`config.mk`:
```
export PLATFORM = sky130hd
export DESIGN_NAME = centroid_update_flat
export DESIGN_NICKNAME = d
export VERILOG_FILES = /design/src/rtl/kmeans_pkg.sv /design/src/rtl/centroid_update_if.sv /design/src/rtl/seq_divider.sv /design/src/rtl/centroid_update.sv /design/src/flat_wrapper.sv
export SDC_FILE = /design/constraint.sdc
export NUM_CORES = 2
export LEC_CHECK = 0
export ABC_CLOCK_PERIOD_IN_PS = 15200
export CORE_AREA = 4 4 434 436
export DETAILED_ROUTE_END_ITERATION = 16
export DIE_AREA = 0 0 438 440
export GPL_TIMING_DRIVEN = 0
export SLEW_MARGIN = 20
export SYNTH_ARGS = -nofsm -noshare
export SYNTH_HDL_FRONTEND = slang
export SYNTH_SLANG_ARGS = --single-unit
```
`constraint.sdc`:
```
create_clock -name clk -period 15.2 [get_ports clk]
set_clock_uncertainty 0.05 [all_clocks]
set_input_delay 2.28 -clock clk [delete_from_list [all_inputs] [get_ports clk]]
set_output_delay 2.28 -clock clk [all_outputs]
set_load 0.01 [all_outputs]
```
`src/rtl/kmeans_pkg.sv`:
```
`default_nettype none
// ============================================================================
// Module   : kmeans_pkg
// Brief    : Shared sizes, reset centroids and FSM encoding for the k-means
//            centroid update stage.
// Revision : 1.0 - initial release
// ============================================================================
package kmeans_pkg;

  localparam int K       = 5;
  localparam int COORD_W = 14;
  localparam int SUM_W   = 24;
  localparam int CNT_W   = 14;
  localparam int Q_W     = $clog2(2 * K);
  localparam int BIT_W   = $clog2(SUM_W);

  // Cluster 0 sits in the LSBs.
  localparam logic [K*COORD_W-1:0] RST_CEN_X = {COORD_W'(5000), COORD_W'(10000),
                                               COORD_W'(10000), COORD_W'(0), COORD_W'(0)};
  localparam logic [K*COORD_W-1:0] RST_CEN_Y = {COORD_W'(5000), COORD_W'(10000),
                                               COORD_W'(0), COORD_W'(10000), COORD_W'(0)};

  typedef enum logic [2:0] {
    S_IDLE  = 3'd0,
    S_SETUP = 3'd1,
    S_DIV   = 3'd2,
    S_WB    = 3'd3,
    S_CHECK = 3'd4,
    S_DONE  = 3'd5
  } state_t;

  function automatic logic [COORD_W:0] abs_diff(input logic [COORD_W-1:0] a,
                                                input logic [COORD_W-1:0] b);
    return (a >= b) ? {1'b0, a - b} : {1'b0, b - a};
  endfunction

endpackage
`default_nettype wire

```
`src/rtl/centroid_update_if.sv`:
```
`default_nettype none
// ============================================================================
// Module   : centroid_update_if
// Brief    : Sums/counts in, centroids and status out, for centroid_update.
// Revision : 1.0 - initial release
// ============================================================================
interface centroid_update_if;
  import kmeans_pkg::*;

  logic                 start;
  logic [K*SUM_W-1:0]   sum_x;
  logic [K*SUM_W-1:0]   sum_y;
  logic [K*CNT_W-1:0]   count;
  logic                 init_load;
  logic [K*COORD_W-1:0] init_x;
  logic [K*COORD_W-1:0] init_y;
  logic [K*COORD_W-1:0] cen_x;
  logic [K*COORD_W-1:0] cen_y;
  logic                 busy;
  logic                 done;
  logic                 converged;
  logic [K-1:0]         empty_mask;
  logic [7:0]           iter_count;

  modport master (
    output start, sum_x, sum_y, count, init_load, init_x, init_y,
    input  cen_x, cen_y, busy, done, converged, empty_mask, iter_count
  );

  modport slave (
    input  start, sum_x, sum_y, count, init_load, init_x, init_y,
    output cen_x, cen_y, busy, done, converged, empty_mask, iter_count
  );

endinterface
`default_nettype wire

```
`src/rtl/seq_divider.sv`:
```
`default_nettype none
// ============================================================================
// Module   : seq_divider
// Brief    : SUM_W-bit unsigned restoring divider, one quotient bit per clock.
// Revision : 1.0 - initial release
// ============================================================================
module seq_divider
  import kmeans_pkg::*;
(
  input  wire logic             clk,
  input  wire logic             rst_n,
  input  wire logic             load,
  input  wire logic [SUM_W-1:0] dividend,
  input  wire logic [SUM_W-1:0] divisor,
  output logic      [SUM_W-1:0] quotient,
  output logic                  div_by_zero
);

  localparam int             CW    = $clog2(SUM_W + 1);
  localparam logic [CW-1:0]  STEPS = CW'(SUM_W);

  logic [SUM_W-1:0] r_quo;
  logic [SUM_W-1:0] r_rem;
  logic [SUM_W-1:0] r_dvs;
  logic [CW-1:0]    r_cnt;
  logic [SUM_W:0]   w_shift;
  logic [SUM_W:0]   w_diff;

  // Dividend bits shift out of r_quo's MSB as quotient bits shift into its LSB.
  assign w_shift = {r_rem, r_quo[SUM_W-1]};
  assign w_diff  = w_shift - {1'b0, r_dvs};

  always_ff @(posedge clk) begin
    if (!rst_n) begin
      r_quo <= '0;
      r_rem <= '0;
      r_dvs <= '0;
      r_cnt <= '0;
    end else if (load) begin
      r_quo <= dividend;
      r_rem <= '0;
      r_dvs <= divisor;
      r_cnt <= STEPS;
    end else if (r_cnt != '0) begin
      r_cnt <= r_cnt - 1'b1;
      if (!w_diff[SUM_W]) begin
        r_rem <= w_diff[SUM_W-1:0];
        r_quo <= {r_quo[SUM_W-2:0], 1'b1};
      end else begin
        r_rem <= w_shift[SUM_W-1:0];
        r_quo <= {r_quo[SUM_W-2:0], 1'b0};
      end
    end
  end

  assign quotient    = r_quo;
  assign div_by_zero = (r_dvs == '0);

endmodule
`default_nettype wire

```
`src/rtl/centroid_update.sv`:
```
`default_nettype none
// ============================================================================
// Module   : centroid_update
// Brief    : Recomputes K centroids as sum/count with one shared divider and
//            reports convergence and empty clusters.
// Revision : 1.0 - initial release
// ============================================================================
module centroid_update
  import kmeans_pkg::*;
#(
  parameter int THRESH = 0
)
(
  input  wire logic        clk,
  input  wire logic        rst_n,
  centroid_update_if.slave bus
);

  localparam logic [BIT_W-1:0]   BIT_LAST = BIT_W'(SUM_W - 1);
  localparam logic [Q_W-1:0]     Q_LAST   = Q_W'(2 * K - 1);
  localparam logic [COORD_W:0]   THRESH_V = (COORD_W + 1)'(THRESH);

  state_t             r_state;
  state_t             w_next;
  logic [SUM_W-1:0]   r_sum_x [K];
  logic [SUM_W-1:0]   r_sum_y [K];
  logic [CNT_W-1:0]   r_cnt   [K];
  logic [COORD_W-1:0] r_cen_x [K];
  logic [COORD_W-1:0] r_cen_y [K];
  logic [COORD_W-1:0] r_old_x [K];
  logic [COORD_W-1:0] r_old_y [K];
  logic [Q_W-1:0]     r_q;
  logic [BIT_W-1:0]   r_bit;
  logic [K-1:0]       r_empty_work;
  logic [K-1:0]       r_empty;
  logic               r_conv;
  logic [7:0]         r_iter;

  logic [Q_W-2:0]     w_k;
  logic               w_is_y;
  logic               w_load;
  logic [SUM_W-1:0]   w_dividend;
  logic [SUM_W-1:0]   w_divisor;
  logic [SUM_W-1:0]   w_quo;
  logic               w_dbz;
  logic [COORD_W-1:0] w_wr_val;
  logic [COORD_W:0]   w_shift [K];
  logic               w_conv;

  assign w_k        = r_q[Q_W-1:1];
  assign w_is_y     = r_q[0];
  assign w_dividend = w_is_y ? r_sum_y[w_k] : r_sum_x[w_k];
  assign w_divisor  = {{(SUM_W-CNT_W){1'b0}}, r_cnt[w_k]};
  assign w_wr_val   = (|w_quo[SUM_W-1:COORD_W]) ? '1 : w_quo[COORD_W-1:0];

  seq_divider u_div (
    .clk         (clk),
    .rst_n       (rst_n),
    .load        (w_load),
    .dividend    (w_dividend),
    .divisor     (w_divisor),
    .quotient    (w_quo),
    .div_by_zero (w_dbz)
  );

  always_ff @(posedge clk) begin
    if (!rst_n) r_state <= S_IDLE;
    else        r_state <= w_next;
  end

  always_comb begin
    w_next = r_state;
    w_load = 1'b0;
    case (r_state)
      S_IDLE:  if (!bus.init_load && bus.start) w_next = S_SETUP;
      S_SETUP: begin
        w_load = 1'b1;
        w_next = S_DIV;
      end
      S_DIV:   if (r_bit == BIT_LAST) w_next = S_WB;
      S_WB:    w_next = (r_q == Q_LAST) ? S_CHECK : S_SETUP;
      S_CHECK: w_next = S_DONE;
      S_DONE:  w_next = S_IDLE;
      default: w_next = S_IDLE;
    endcase
  end

  // Empty clusters keep their centroid, so they contribute zero shift here.
  always_comb begin
    w_conv = 1'b1;
    for (int i = 0; i < K; i++) begin
      w_shift[i] = abs_diff(r_cen_x[i], r_old_x[i]) + abs_diff(r_cen_y[i], r_old_y[i]);
      if (w_shift[i] > THRESH_V) w_conv = 1'b0;
    end
  end

  always_ff @(posedge clk) begin
    if (!rst_n) begin
      for (int i = 0; i < K; i++) begin
        r_cen_x[i] <= RST_CEN_X[i*COORD_W +: COORD_W];
        r_cen_y[i] <= RST_CEN_Y[i*COORD_W +: COORD_W];
        r_old_x[i] <= '0;
        r_old_y[i] <= '0;
        r_sum_x[i] <= '0;
        r_sum_y[i] <= '0;
        r_cnt[i]   <= '0;
      end
      r_q          <= '0;
      r_bit        <= '0;
      r_empty_work <= '0;
      r_empty      <= '0;
      r_conv       <= 1'b0;
      r_iter       <= '0;
    end else begin
      case (r_state)
        S_IDLE: begin
          if (bus.init_load) begin
            for (int i = 0; i < K; i++) begin
              r_cen_x[i] <= bus.init_x[i*COORD_W +: COORD_W];
              r_cen_y[i] <= bus.init_y[i*COORD_W +: COORD_W];
            end
            r_iter <= '0;
          end else if (bus.start) begin
            for (int i = 0; i < K; i++) begin
              r_sum_x[i] <= bus.sum_x[i*SUM_W +: SUM_W];
              r_sum_y[i] <= bus.sum_y[i*SUM_W +: SUM_W];
              r_cnt[i]   <= bus.count[i*CNT_W +: CNT_W];
              r_old_x[i] <= r_cen_x[i];
              r_old_y[i] <= r_cen_y[i];
            end
            r_q          <= '0;
            r_empty_work <= '0;
          end
        end
        S_SETUP: r_bit <= '0;
        S_DIV:   r_bit <= r_bit + 1'b1;
        S_WB: begin
          if (w_dbz)       r_empty_work[w_k] <= 1'b1;
          else if (w_is_y) r_cen_y[w_k]      <= w_wr_val;
          else             r_cen_x[w_k]      <= w_wr_val;
          r_q <= r_q + 1'b1;
        end
        S_CHECK: begin
          r_conv  <= w_conv;
          r_empty <= r_empty_work;
          if (r_iter != 8'hFF) r_iter <= r_iter + 1'b1;
        end
        default: ;
      endcase
    end
  end

  for (genvar i = 0; i < K; i++) begin : g_pack
    assign bus.cen_x[i*COORD_W +: COORD_W] = r_cen_x[i];
    assign bus.cen_y[i*COORD_W +: COORD_W] = r_cen_y[i];
  end

  assign bus.busy       = (r_state != S_IDLE);
  assign bus.done       = (r_state == S_DONE);
  assign bus.converged  = r_conv;
  assign bus.empty_mask = r_empty;
  assign bus.iter_count = r_iter;

endmodule
`default_nettype wire
```
`src/flat_wrapper.sv`:
```
// flat-port wrapper written by rule: the top's interface ports become plain ports
module centroid_update_flat import kmeans_pkg::*;
#(
  parameter int THRESH = 0
)
  (clk, rst_n, bus_start, bus_sum_x, bus_sum_y, bus_count, bus_init_load, bus_init_x, bus_init_y, bus_cen_x, bus_cen_y, bus_busy, bus_done, bus_converged, bus_empty_mask, bus_iter_count);
  centroid_update_if bus_i ();
  input  wire logic clk;
  input  wire logic rst_n;
  input wire logic [$bits(bus_i.start)-1:0] bus_start;
  input wire logic [$bits(bus_i.sum_x)-1:0] bus_sum_x;
  input wire logic [$bits(bus_i.sum_y)-1:0] bus_sum_y;
  input wire logic [$bits(bus_i.count)-1:0] bus_count;
  input wire logic [$bits(bus_i.init_load)-1:0] bus_init_load;
  input wire logic [$bits(bus_i.init_x)-1:0] bus_init_x;
  input wire logic [$bits(bus_i.init_y)-1:0] bus_init_y;
  output wire logic [$bits(bus_i.cen_x)-1:0] bus_cen_x;
  output wire logic [$bits(bus_i.cen_y)-1:0] bus_cen_y;
  output wire logic [$bits(bus_i.busy)-1:0] bus_busy;
  output wire logic [$bits(bus_i.done)-1:0] bus_done;
  output wire logic [$bits(bus_i.converged)-1:0] bus_converged;
  output wire logic [$bits(bus_i.empty_mask)-1:0] bus_empty_mask;
  output wire logic [$bits(bus_i.iter_count)-1:0] bus_iter_count;
  assign bus_i.start = bus_start;
  assign bus_i.sum_x = bus_sum_x;
  assign bus_i.sum_y = bus_sum_y;
  assign bus_i.count = bus_count;
  assign bus_i.init_load = bus_init_load;
  assign bus_i.init_x = bus_init_x;
  assign bus_i.init_y = bus_init_y;
  assign bus_cen_x = bus_i.cen_x;
  assign bus_cen_y = bus_i.cen_y;
  assign bus_busy = bus_i.busy;
  assign bus_done = bus_i.done;
  assign bus_converged = bus_i.converged;
  assign bus_empty_mask = bus_i.empty_mask;
  assign bus_iter_count = bus_i.iter_count;
  centroid_update #(.THRESH(THRESH)) u_core (.clk(clk), .rst_n(rst_n), .bus(bus_i));
endmodule
```
; Yosys cells after proc, flatten, opt, wreduce, memory -nomap -nowiden
; Memory sizes are Yosys's and may differ from the RTL's. A register that Yosys moved wholly into a read port is not among the register bits.
; Index checks and enable logic that the tools add are counted.
[totals]
register_bits = 84
ram_bits = 590
inputBits = 454
output_inout_bits = 156
wordCells = 243
mem_count = 7
[op_classes]
n_addsub = 30
magnitude_cmp = 17
n_eq_ne = 15
muxes = 106
bitwise_logic = 37
n_reduce_logical = 20
[memory_table]
columns = memory, words, word_bits, read_ports, rd_clocked_by_memory_dff, write_ports, line
row1 = u_core.r_sum_x, 5, 24, 1, 1, 5, centroid_update.sv:25  ; logic [SUM_W-1:0] r_sum_x [K];
row2 = u_core.r_sum_y, 5, 24, 1, 1, 5, centroid_update.sv:26  ; logic [SUM_W-1:0] r_sum_y [K];
row3 = u_core.r_cen_x, 5, 14, 5, 0, 5, centroid_update.sv:28  ; logic [COORD_W-1:0] r_cen_x [K];
row4 = u_core.r_cen_y, 5, 14, 5, 0, 5, centroid_update.sv:29  ; logic [COORD_W-1:0] r_cen_y [K];
row5 = u_core.r_cnt, 5, 14, 1, 1, 5, centroid_update.sv:27  ; logic [CNT_W-1:0] r_cnt [K];
row6 = u_core.r_old_x, 5, 14, 5, 0, 5, centroid_update.sv:30  ; logic [COORD_W-1:0] r_old_x [K];
row7 = 1 more memories, --, --, --, --, --, --
[op_table]
columns = cell, count
row1 = $mux W14, 38
row2 = $mux W24, 14
row3 = $sub A14 B14 Y14, 20
row4 = $ge A14 B14 Y1, 10
row5 = $add A15 B15 Y15, 5
row6 = $gt A15 B1 Y1 const B, 5
row7 = $or A1 B1 Y1, 35
row8 = $mux W1, 30
row9 = $reduce_or A14 Y1, 2
row10 = $mux W3, 9
row11 = $mux W5, 5
row12 = $sub A25 B14 Y25, 1
row13 = $logic_not A24 Y1, 1
row14 = $pmux W5 S2, 2
row15 = $mux W8, 2
row16 = $pmux W8 S2, 1
row17 = $pmux W3 S5, 1
row18 = $reduce_or A10 Y1, 1
row19 = $add A8 B1 Y8 const B, 1
row20 = $mux W4, 2
row21 = $ne A2 B2 Y1 const B, 4
row22 = $ne A8 B8 Y1 const B, 1
row23 = $pmux W4 S2, 1
row24 = $reduce_bool A2 Y1, 4
row25 = 23 further kinds, 30

; Longest topological paths before layout
; An unclocked memory read counts as a cell.
[logic_depth]
word_depth = 10
mapped_depth = 27
ltp_nobuf = 25

; Cells and area by module
; Synthesis repeated with hierarchy kept, for this count alone.
[hier_totals]
hier_cells = 4635
area_unflattened_um2 = 47152.7
[modules_own_cells]
columns = module, instances, cells_per_inst, area_each_um2, seq_area_each_um2
row1 = centroid_update, 1, 4010, 42189.2, 18397.6
row2 = seq_divider, 1, 625, 4963.5, 1541.5

; Least setup slack after synthesis
; Ideal clock, no wire load.
[synth_path]
path_type = input port to flip-flop
from = input rst_n
to = memory u_core.r_cnt[0][0] (enable)
setup_time_ps = 3292
arrival_ps = 10115
required_time_ps = 11858
setup_slack_ps = 1743
stages = 3
n_path_buf = 2
path_cell_list = clkbuf_1 > clkbuf_1 > nand2_1
[synth_lines]
columns = item, line
row1 = from (decl), flat_wrapper.sv:9  ; input wire logic rst_n;
row2 = to (decl), centroid_update.sv:27

==> results_dict.tcl <==
set metrics [dict create \
    start_util_pct 24.9 \
    synth_edf_count 590 \
    switchingPower_mw 3.54 \
    p_comb_share_pct 47.3 \
    dp.cells 7641 \
    first_global_vias 37500 \
    cts.sinks 691 \
    wl_um 188000 \
    worst_pin_slew_ns 1.12 \
    netSwitchingFraction_pct 41.3 \
    ys.flop_type "edfxtp_1" \
    hold_class "reg2reg" \
    p_per_area_nw_per_um2 145 \
    yosys_warnings 0 \
    max_freq_ghz 0.134 \
    fin_crit_ns 7.44 \
    finalSetupViolCount 0 \
    cp_data_required_time_ns 15.77 \
    first_pass_iters 6 \
    synth_nets 5359 \
    post_cts_buffers 0 \
    clockPowerShare_pct 24.8 \
    post_route_cells_drive_above_1_share_pct 7.33 \
    die-area_um2 193000 \
    cts_buffers 85 \
    io_buffers 609 \
    start_kind "flip-flop" \
    finalNonFillerCells 7811 \
    ys_async_sr_fraction_pct 0 \
    pre_cts_ws_ns 7.78 \
    clock_latency_ns 0.73 \
    rrSetupSlack_ns 7.76 \
    ys_seq_elements 691 \
    vias_per_cell 4.76 \
    setup_ws_ns 7.76 \
    crit_arrival_ns 8.01 \
    cp-end-kind "flip-flop" \
    wire_per_inst_um 24.1 \
    path_max_fanout 5 \
    grt_pass1_wl_um 264000 \
    clk_pin_slew_ns 0.07 \
    die_w_um 438 \
    yosysSeqAreaShare_pct 43.0 \
    synth_cell_type_count 101 \
    cts_resized 0 \
    worstSetupPathType "reg2reg" \
    drc 0 \
    maxCapViolations 0 \
    syn_area_per_cell_um2 10.2 \
    drtIter0Drc 2764 \
    ios 610 \
    finalHoldViolCount 0 \
    grt_usage_pct 18.9 \
    routabilityCongestion 0.921 \
    grt_max_degree 59 \
    rsz0062_at_grt "false" \
    design_power_total_mw 8.57 \
    slew_headroom_pct 25.1 \
    status "completed" \
    hpwl_um 154000 \
    holdBufCountCts 0 \
    clk_path_buf_depth 3 \
    fin_crit_sh_pct 49.0 \
    slew_viol_final 0 \
    cts_tree "yes" \
    p_int_mw 5.03 \
    syn2layout_area_growth_pct 28.2 \
    fp.dieH_um 440 \
    antenna_left 0 \
    grt_antenna_before_repair 38 \
    ir_worst_vdd_mv 0.128 \
    vias 37200 \
    core-area_um2 185000 \
    seqPwrFrac_pct 27.9 \
    syn_inst 4520 \
    root_buffer "clkbuf_16" \
    leakage_nw 23.5 \
    syn-cell-area_um2 45900 \
    rows 158 \
    num-nets-final 6087 \
    htreeDepth 3 \
    grt_overflow 0 \
]
-- power by group through the flow --
| stage | sequential, mW | clock [mW] | combinational (mW) |
|---|---|---|---|
| after CTS | 2.40 | 2.18 | 4.04 |
| after floorplan | 2.41 | 0 | 2.33 |
| final | 2.39 | 2.13 | 4.05 |
| after detailed placement | 2.43 | 0 | 4.02 |
| after global placement | 2.49 | 0 | 3.80 |
| after global routing | 2.41 | 2.25 | 4.35 |
-- cell type report --
| cell class | instances | area, um^2 |
|---|---|---|
| buffer | 228 | 958 |
| multi-input combinational | 3195 | 23900 |
| clock inverter | 48 | 552 |
| sequential | 691 | 19700 |
| fill | 19100 | 126000 |
| timing repair buffer | 641 | 6810 |
| antenna | 14 | 35.0 |
| clock buffer | 108 | 2300 |
| inverter | 406 | 1520 |
| tap | 2480 | 3100 |
-- placed cells by master (no fill, tap or decap), drive strengths merged, types with 28 or more instances in the layout --
cell           instances
clkbuf               288
ha                   359
o21bai                45
buf                   80
and3                  31
mux4                  72
nor2b                 30
o21ai                254
mux2                  46
a31oi                 51
nor3                  45
a21o                 101
a21oi                284
and2                 471
nor2                 186
xnor2                112
nand3                 71
edfxtp               590
dfxtp                101
nand2                341
o211ai                43
nand4                 46
mux2i                103
a211oi                31
clkinv                32
nand2b                29
clkdlybuf4s50        609
inv                  410
xor2                  62
o211a                 28
-- kinds of logic after synthesis --
family	Yosys count	share of synthesized area, %
AO/OA/AOI/OAI	1069	15.2
XOR/XNOR	174	3.32
adder cells (fa/ha/maj)	385	10.9
buffers and inverters	634	5.36
flip-flops	691	43.0
multiplexers	221	6.90
AND/OR/NAND/NOR	1346	15.4
-- registers in the layout, summed over array words and instances, names as in the netlist, named ones only --
name	flops
u_core.u_div.r_cnt	5
u_core.r_sum_x	120
u_core.r_cen_x	70
u_core.bus.empty_mask	5
u_core.r_cen_y	70
u_core.u_div.quotient	24
u_core.u_div.r_rem	24
u_core.bus.converged	1
u_core.r_cnt	70
u_core.r_bit	5
u_core.r_q	4
u_core.r_state	3
u_core.r_old_y	70
u_core.r_empty_work	5
u_core.r_old_x	70
u_core.u_div.r_dvs	14
u_core.bus.iter_count	8
u_core.r_sum_y	120
-- stage by stage --
step	hold slack (ns)	setup TNS (ns)	area, um^2	utilization, %
CTS	0.423	0	58900	31.9
finish	0.417	0	58900	31.9
global placement	0.401	-2565.33	55100	29.9
global route	0.451	0	58900	31.9
detailed placement	0.409	0	56000	30.3
floorplan	0.387	0	45900	-
-- cell usage after synthesis, types with 49 or more instances --
library cell	count	share of area, %
a21o_1	97	1.6
a21oi_1	284	3.1
a31oi_1	49	0.67
and2_1	469	6.4
clkbuf_1	178	1.5
dfxtp_1	101	4.4
edfxtp_1	590	39
ha_1	359	9.8
inv_1	405	3.3
mux2i_1	103	2.2
mux4_2	72	3.5
nand2_1	340	2.8
nand3_1	71	0.77
nor2_1	184	1.5
o21ai_0	222	2.4
xnor2_1	112	2.1
xor2_1	62	1.2
-- path summary, 6_finish.rpt --
path,startpoint,endpoint,cells after the start
max reg2reg,u_core.r_cen_x[4][0],u_core.bus.converged,25
min reg2reg,u_core.r_empty_work[2],u_core.r_empty_work[2],2
min,u_core.r_empty_work[2],u_core.r_empty_work[2],2
max,u_core.r_cen_x[4][0],u_core.bus.converged,25
-- layer usage --
metal / track usage (%) / wire length, um / up-vias
li1: - / - / 17700
met1: 21.4 / 72000 / 18000
met2: 34.4 / 96700 / 1238
met3: 3.25 / 10500 / 278
met4: 8.78 / 8760 / 14
met5: 0 / 126 / -
-- critical path: stages (launching register included) --
cell	delay [ns]
edfxtp_1	0.48
inv_1	0.10
ha_1	0.19
inv_1	0.07
fa_1	0.39
a21o_1	0.22
a221oi_2	0.36
o221ai_2	0.16
a221o_1	0.36
a311oi_4	0.51
mux2i_1	0.34
a31oi_4	0.15
o21ai_2	0.23
a31oi_1	0.13
xnor2_1	0.31
ha_1	0.37
inv_1	0.16
nor3_1	0.09
a2111oi_0	0.61
o2111ai_1	0.29
a311oi_1	0.28
nand4_1	0.13
nor4_1	0.50
nand4_1	0.15
or4_1	0.41
o31ai_1	0.33
Power figures use the tool's default switching activity.
